### src/rtl/pid_seq.sv
// -----------------------------------------------------------------------------
// pid_seq -- control-pass sequencer for a shared PID ALU.
//
// One pass (started by go in IDLE) loads the setpoint into Accum, pulses an
// A2D conversion, waits for the result and then walks the ALU through the
// error, integral, I-term, P-term and accumulate steps, ending with a new
// motor command and a one-cycle done pulse.
//
// Ports
//   clk, rst           : clock, synchronous active-high reset
//   go                 : start one pass (ignored while busy)
//   setpt              : unsigned 12-bit setpoint
//   Iterm, Pterm, Fwd  : gain / feed-forward constants (routed to the ALU
//                        outside this block)
//   strt_cnv           : one-cycle A2D start pulse
//   cnv_cmplt          : A2D result valid (only looked at while converting)
//   dst                : ALU result
//   src0sel, src1sel,
//   mult2, mult4, sub,
//   multiply, saturate : ALU control, registered
//   Accum, Pcomp,
//   Error, Intgrl,
//   Icomp              : working registers feeding the ALU operand muxes
//   mtr_cmd            : motor command from the last completed pass
//   busy, done         : pass in progress / pass finished pulse
//
// Build option
//   INTG_DECIM_EN      : when defined, Intgrl is only updated on every fourth
//                        pass (2-bit pass counter); state timing is unchanged.
// -----------------------------------------------------------------------------
module pid_seq (
    input  logic        clk,
    input  logic        rst,
    input  logic        go,
    input  logic [11:0] setpt,
    input  logic [11:0] Iterm,
    input  logic [13:0] Pterm,
    input  logic [11:0] Fwd,
    output logic        strt_cnv,
    input  logic        cnv_cmplt,
    input  logic [15:0] dst,
    output logic [2:0]  src0sel,
    output logic [2:0]  src1sel,
    output logic        mult2,
    output logic        mult4,
    output logic        sub,
    output logic        multiply,
    output logic        saturate,
    output logic [15:0] Accum,
    output logic [15:0] Pcomp,
    output logic [11:0] Error,
    output logic [11:0] Intgrl,
    output logic [11:0] Icomp,
    output logic [11:0] mtr_cmd,
    output logic        busy,
    output logic        done
);

    typedef enum logic [3:0] {
        IDLE  = 4'd0,
        CNV   = 4'd1,
        ERR   = 4'd2,
        INTG  = 4'd3,
        ICMP1 = 4'd4,
        ICMP2 = 4'd5,
        PCMP1 = 4'd6,
        PCMP2 = 4'd7,
        ACC1  = 4'd8,
        ACC2  = 4'd9
    } state_t;

    typedef struct packed {
        logic [2:0] src1sel;
        logic [2:0] src0sel;
        logic       sub;
        logic       multiply;
        logic       saturate;
    } ctrl_t;

    state_t state_r;
    ctrl_t  ctrl_r;

`ifdef INTG_DECIM_EN
    logic [1:0] pass_cnt_r;
`endif

    // ALU control word that must be presented while sitting in state s.
    // Registering ctrl_of(next_state) makes the controls line up with the state.
    function automatic ctrl_t ctrl_of(input state_t s);
        ctrl_t c;
        c = '0;
        case (s)
            ERR: begin
                c.src1sel  = 3'b000;
                c.src0sel  = 3'b000;
                c.sub      = 1'b1;
                c.saturate = 1'b1;
            end
            INTG: begin
                c.src1sel  = 3'b011;
                c.src0sel  = 3'b001;
                c.saturate = 1'b1;
            end
            ICMP1, ICMP2: begin
                c.src1sel  = 3'b001;
                c.src0sel  = 3'b001;
                c.multiply = 1'b1;
            end
            PCMP1, PCMP2: begin
                c.src1sel  = 3'b010;
                c.src0sel  = 3'b100;
                c.multiply = 1'b1;
            end
            ACC1: begin
                c.src1sel  = 3'b100;
                c.src0sel  = 3'b011;
            end
            ACC2: begin
                c.src1sel  = 3'b000;
                c.src0sel  = 3'b010;
                c.saturate = 1'b1;
            end
            default: c = '0;
        endcase
        return c;
    endfunction

    // Sequencer: state, registered controls and working registers.
    // Each register is written only on exit from the state that produces it.
    always_ff @(posedge clk) begin
        if (rst) begin
            state_r  <= IDLE;
            ctrl_r   <= '0;
            Accum    <= 16'd0;
            Pcomp    <= 16'd0;
            Error    <= 12'd0;
            Intgrl   <= 12'd0;
            Icomp    <= 12'd0;
            mtr_cmd  <= 12'd0;
            busy     <= 1'b0;
            done     <= 1'b0;
            strt_cnv <= 1'b0;
`ifdef INTG_DECIM_EN
            pass_cnt_r <= 2'd0;
`endif
        end else begin
            strt_cnv <= 1'b0;
            done     <= 1'b0;
            case (state_r)
                IDLE: begin
                    if (go) begin
                        Accum    <= {4'h0, setpt};
                        strt_cnv <= 1'b1;
                        busy     <= 1'b1;
                        state_r  <= CNV;
                        ctrl_r   <= ctrl_of(CNV);
                    end else begin
                        ctrl_r   <= ctrl_of(IDLE);
                    end
                end
                CNV: begin
                    if (cnv_cmplt) begin
                        state_r <= ERR;
                        ctrl_r  <= ctrl_of(ERR);
                    end else begin
                        ctrl_r  <= ctrl_of(CNV);
                    end
                end
                ERR: begin
                    Error   <= dst[11:0];
                    state_r <= INTG;
                    ctrl_r  <= ctrl_of(INTG);
                end
                INTG: begin
`ifdef INTG_DECIM_EN
                    if (pass_cnt_r == 2'd3) begin
                        Intgrl <= dst[11:0];
                    end else begin
                        Intgrl <= Intgrl;
                    end
`else
                    Intgrl  <= dst[11:0];
`endif
                    state_r <= ICMP1;
                    ctrl_r  <= ctrl_of(ICMP1);
                end
                ICMP1: begin
                    // multiplier result is only trusted after the second cycle
                    state_r <= ICMP2;
                    ctrl_r  <= ctrl_of(ICMP2);
                end
                ICMP2: begin
                    Icomp   <= dst[11:0];
                    state_r <= PCMP1;
                    ctrl_r  <= ctrl_of(PCMP1);
                end
                PCMP1: begin
                    state_r <= PCMP2;
                    ctrl_r  <= ctrl_of(PCMP2);
                end
                PCMP2: begin
                    Pcomp   <= dst;
                    state_r <= ACC1;
                    ctrl_r  <= ctrl_of(ACC1);
                end
                ACC1: begin
                    Accum   <= dst;
                    state_r <= ACC2;
                    ctrl_r  <= ctrl_of(ACC2);
                end
                ACC2: begin
                    Accum   <= dst;
                    mtr_cmd <= dst[11:0];
                    done    <= 1'b1;
                    busy    <= 1'b0;
                    state_r <= IDLE;
                    ctrl_r  <= ctrl_of(IDLE);
`ifdef INTG_DECIM_EN
                    pass_cnt_r <= pass_cnt_r + 2'd1;
`endif
                end
                default: begin
                    busy    <= 1'b0;
                    state_r <= IDLE;
                    ctrl_r  <= '0;
                end
            endcase
        end
    end

    assign src1sel  = ctrl_r.src1sel;
    assign src0sel  = ctrl_r.src0sel;
    assign sub      = ctrl_r.sub;
    assign multiply = ctrl_r.multiply;
    assign saturate = ctrl_r.saturate;
    assign mult2    = 1'b0;
    assign mult4    = 1'b0;

    // The gain constants reach the ALU outside this block; they are reduced
    // here only so that the unused inputs are visibly accounted for.
    logic unused_consts_s;
    assign unused_consts_s = &{1'b0, Iterm, Pterm, Fwd};

endmodule

### config.mk
export PLATFORM = sky130hd
export DESIGN_NAME = pid_seq
export DESIGN_NICKNAME = d
export VERILOG_FILES = /design/src/rtl/pid_seq.sv
export SDC_FILE = /design/constraint.sdc
export NUM_CORES = 1
export LEC_CHECK = 0
export ABC_AREA = 1
export CAP_MARGIN = 20
export CORE_UTILIZATION = 40
export CTS_BUF_LIST = sky130_fd_sc_hd__clkbuf_16
export CTS_CLUSTER_DIAMETER = 200
export DETAILED_ROUTE_END_ITERATION = 8
export PLACE_DENSITY = 0.78
export SLEW_MARGIN = 20
export SYNTH_ARGS = -nofsm -noshare
export SYNTH_HDL_FRONTEND = slang
export SYNTH_SLANG_ARGS = --single-unit
### constraint.sdc
create_clock -name clk -period 1.56 [get_ports clk]
set_input_delay 0.156 -clock clk [delete_from_list [all_inputs] [get_ports clk]]
set_output_delay 0.156 -clock clk [all_outputs]
set_load 0.02 [all_outputs]
==> metrics, run 1 <==
Setup Crit Path Kind register to primary output; slowest CP cell clkdlybuf4s50_1; dpl ws between 0.1 and 0.15 ns; cell taking the most area after synthesis dfxtp_1; Critical Path RT 1.40 ns; CTS tree yes; Die W around 94 um; final setup margin 0.0999 ns; Setup Buffers After CTS 0; worst-path fanout max 2; Gate power share roughly a fifth; Residual DRC 0; vias in the first global route 2960; Synth Instances just over 400; Tightest Hold Check Type primary input to register; worst endpoint data arrival time 1.30 ns; per-cell routed wire length about 15 um; ANT cells 0; part of the cycle the worst path needs ~94%; reg2reg path depth 6; status completed; Die ar. roughly 9000 sq um; # rows 33; Psw 0.00165 W; Worst-path clk slew 0.07 ns; initial antenna violation count 0; leak pwr roughly 2.0 nW; Worst Skew around 0.0073 ns; CORE AREA around 8300 sq um; Num CTS Buffers 9; min Tclk post-route approximately 1.5 ns; CP endpoint kind primary output; Worst R2R Setup Slack between 0.09 and 0.1 ns; Final Cell Area 5000 sq um; Vias between 3000 and 4000; max-slew violation count 0; distinct cell type count after synthesis 23; Longest Clk Path Bufs 2; Clk pwr share between 30% and 40%; die height around 94 um; top cell family by delay on the critical path buffers and inverters; Placed Area 4730 sq um; Area growth syn-to-layout 46.3%; Final Hold Fails 0; pin count of the biggest net entering global routing 28; gr usage total between 20 and 25%; Hold WS 0.427 ns; first-pass GRT wire length 14700 um; Vias/cell around 5.1; total power 0.00585 W; Net Sw Frac roughly 28%; Clock Sinks 96; Syn Std Cell Area roughly 3400 sq um; total negative setup slack 0 ns; crit-path cells clkdlybuf4s50_1; Largest stage delay, worst path between 0.6 and 0.7 ns; Synth area leaders dfxtp_1 56%, o21ai_0 12%, a21oi_1 7.9%; PwrDens 1170 nW/um^2; Internal Power between 0.004 and 0.005 W; Worst Setup SP Intgrl[3]; DP HPWL 6850 um; worst r2r dst Accum[7]; register area share after synthesis 56.2%; DR pass1 iterations 4; Max Cap Viol 0; clk_lat worst skew roughly 0.33 ns; Worst Setup Start Kind register; layout cell share with drive strength beyond 1 7.43%; Final nets 603; commonest non-fill, non-tap cell in the layout clkdlybuf4s50_1; Hold Buf Count CTS 0; post-synth top area share roughly 56%; maximum vdd drop 0.000628 V; Reg power frac 46.7%; H-tree depth 3; PortBufs roughly 120; commonest non-fill, non-tap cells in the layout 123 x clkdlybuf4s50_1, 96 x dfxtp_1, 85 x o21ai_0; RR Startpoint state_r[1]; grt total ovfl 0; cts repair resizes 0; Final ANT Viol Nets 0; final RePlAce weighted congestion just under 0.9; worst setup path endpoint Intgrl[3]; warnings from Yosys 0; Fmax ~680 MHz; critical path depth 1; Setup Viol. Count Final 0; Fill cells roughly 750; Avg Synthesized Cell Area roughly 8.3 sq um; Total Routed Length between 9000 and 10000 um; Root Driver clkbuf_16; Yosys reg bits 96; Buf+Inv Stages, Crit Path 1; drt initial violations approximately 180; Initial Util 41.4%; Ports 164
-- state kept, by name, indices dropped and copies added (netlist names) --
| signal | count |
|---|---|
| sub | 1 |
| mtr_cmd | 12 |
| busy | 1 |
| Accum | 16 |
| Pcomp | 16 |
| src0sel | 3 |
| state_r | 4 |
| saturate | 1 |
| Intgrl | 12 |
| src1sel | 3 |
| strt_cnv | 1 |
| done | 1 |
| Icomp | 12 |
| multiply | 1 |
| Error | 12 |
-- worst register-to-register path: stages (launching register included) --
cell     delay [ns]
dfxtp_1        0.36
nor2_1         0.32
nand3_2        0.17
nand2_2        0.16
buf_4          0.17
o21ai_0        0.10
nor2_1         0.12
-- metrics by stage --
stage          utilization [%]  cells
2_1_floorplan                -    414
3_3_place_gp              57.3    627
3_5_place_dp              57.3    627
4_1_cts                   60.5    643
5_1_grt                   60.6    643
6_report                  60.6    643
-- cells in the mapped netlist, drive strengths merged --
master  instances
a21oi          54
nand4           1
conb            1
dfxtp          96
nor2           57
nor3            4
nand2          33
nand3          23
buf            20
o21ai          87
inv            28
a31oi           1
clkbuf          8
-- worst min-delay path by stage --
stage	slack, ns	start	end	cells after the start
after floorplan	0.29	dst[11]	Pcomp[11]	2
after global placement	0.43	busy	busy	2
after detailed placement	0.44	busy	busy	2
after CTS	0.42	cnv_cmplt	sub	3
after global routing	0.44	cnv_cmplt	sub	3
final	0.43	cnv_cmplt	sub	3
-- per-layer routing --
metal	share of wire [%]	GRT usage (%)	vias up
met5	0	0	-
met4	0.80	8.21	0
met3	7.5	5.15	8
met2	50	36.5	127
met1	42	26.5	1509
li1	-	-	1606
-- area by class of cell --
| cell class | instances | area, sq um | area share, % |
|---|---|---|---|
| Clock inverter | 7 | 40.0 | 0.800 |
| Clock buffer | 9 | 225 | 4.50 |
| Timing Repair Buffer | 136 | 1350 | 27.0 |
| Inverter | 28 | 105 | 2.10 |
| Multi-Input combinational cell | 262 | 1230 | 24.6 |
| Tap cell | 105 | 131 | 2.63 |
| Sequential cell | 96 | 1920 | 38.4 |
-- power groups by stage --
stage | Sequential [W] | Combinational, W | Clock (W)
6_report | 0.00273 | 0.00117 | 0.00195
5_1_grt | 0.00275 | 0.00127 | 0.00207
4_1_cts | 0.00273 | 0.00117 | 0.00197
3_5_place_dp | 0.00279 | 0.00116 | 0
3_3_place_gp | 0.00278 | 0.00114 | 0
2_1_floorplan | 0.00298 | 0.000420 | 0
-- cell families (layout without fill, tap and decap cells) --
group	count (synthesis)	after routing	share of synthesized area, %
flip-flops	96	96	56.2
AO/OA/AOI/OAI	142	142	20.8
buffers and inverters	56	180	8.01
other	1	2	0.110
AND/OR/NAND/NOR	118	118	14.9
(Power assumes the default switching activity.)
==> run 2, diff against run 1 <==
Settings changed: SLEW_MARGIN 20 to default.
==> results of run 2 <==
Final layout, timing and power as in run 1 (identical DEF).
==> run 3, diff against run 2 <==
Settings changed: GPL_ROUTABILITY_DRIVEN from default to 0, GPL_TIMING_DRIVEN from default to 0.
==> metrics, run 3 (synthesis results as in run 1) <==
commonest non-fill, non-tap cell in the layout clkdlybuf4s50_1; part of the cycle the worst path needs ~95%; die height approximately 94 um; H-tree depth 3; Fill cells around 740; PwrDens about 1200 nW/um^2; Vias/cell between 5 and 6; Tightest Hold Check Type primary input to register; hold path cells 2; Setup Buffers After CTS 0; Largest stage delay, worst path about 0.63 ns; Worst Setup Start Kind register; PortBufs roughly 120; per-cell routed wire length 15.4 um; Hold Buf Count CTS 0; DP HPWL about 7300 um; Total Routed Length ~10000 um; top flop regs Accum: 16 flops, Pcomp: 16 flops; CORE AREA around 8300 sq um; commonest non-fill, non-tap cells in the layout 122 x clkdlybuf4s50_1, 94 x dfxtp_1, 85 x o21ai_0; status completed; Critical Path RT around 1.4 ns; CTS tree yes; gr usage total 22.9%; Max Cap Viol 0; pin count of the biggest net entering global routing 17; Final nets 617; Die W ~94 um; Final Hold Fails 0; Buf+Inv Stages, Crit Path 1; grt total ovfl 0; Worst Skew 0.00913 ns; reg2reg path depth 6; worst endpoint data arrival time 1.32 ns; clk_lat worst skew ~0.34 ns; slowest CP cell clkdlybuf4s50_1; Worst-path clk slew ~0.070 ns; Setup Viol. Count Final 0; Cells after DPL 641; Ports between 150 and 200; leak pwr slightly above 2 nW; Area growth syn-to-layout 48.2%; min Tclk post-route ~1.5 ns; first-pass GRT wire length between 15000 and 20000 um; DR pass1 iterations 5; Fmax around 680 MHz; Vias between 3000 and 4000; Setup Crit Path Kind register to primary output; layout cell share with drive strength beyond 1 a little over 9%; Residual DRC 0; maximum vdd drop just under 0.0008 V; ANT cells 0; Root Driver clkbuf_16; Clock Sinks 96; cts repair resizes 0; initial antenna violation count 0; vias in the first global route between 3000 and 4000; crit-path cells clkdlybuf4s50_1; Initial Util 41.4%; worst-path fanout max 2; Final ANT Viol Nets 0; RSZ-0062 raised after global routing false; critical path depth 1; max-slew violation count 0; Longest Clk Path Bufs 2; top cell family by delay on the critical path buffers and inverters; Die ar. between 8000 and 9000 sq um; drt initial violations between 200 and 250; Num CTS Buffers 9; # rows 33; CP endpoint kind primary output; total negative setup slack 0 ns; Layout Cells excl Fill 657
## run 3: report_power, final
group | total, W | switching [W] | internal, W
registers | 0.00274 | 0.000103 | 0.00264
clock network | 0.00201 | 0.000932 | 0.00108
logic | 0.00118 | 0.000675 | 0.000509
## run 3: layout make-up
cell class,instances,area [sq um],share of cell area (%)
Inverter,28,105,2.07
Timing Repair Buffer,122,1220,24.1
Clock inverter,7,48.8,0.963
Clock buffer,9,225,4.44
Buffer,28,171,3.38
Multi-Input combinational cell,262,1240,24.5
Tap cell,105,131,2.59
Sequential cell,96,1920,38.0
## run 3: final timing paths
| path | endpoint | startpoint | slack (ns) |
|---|---|---|---|
| max reg2reg | Accum[3] | state_r[0] | 0.12 |
| min reg2reg | busy | busy | 0.46 |
| min | Accum[13] | rst | 0.11 |
| max | Icomp[4] | Icomp[4] | 0.08 |
## run 3: layer usage
layer	share of wire [%]	track usage, %	up-vias
met4	1.8	8.96	0
met1	43	27.9	1567
met3	7.4	6.84	16
li1	-	-	1639
met2	48	38.0	137
met5	0	0	-
## run 3: through the flow
step / worst slack [ns] / hold slack (ns) / area (sq um) / util [%] / total power, W
after floorplan: 0.337 / 0.291 / 3420 / - / 0.00340
after detailed placement: 0.0307 / 0.441 / 4780 / 57.8 / 0.00395
final: 0.0807 / 0.113 / 5070 / 61.4 / 0.00594
after global placement: 0.104 / 0.440 / 4780 / 57.8 / 0.00392
after CTS: 0.0805 / 0.106 / 5050 / 61.2 / 0.00595
after global routing: 0.00119 / 0.116 / 5070 / 61.4 / 0.00619
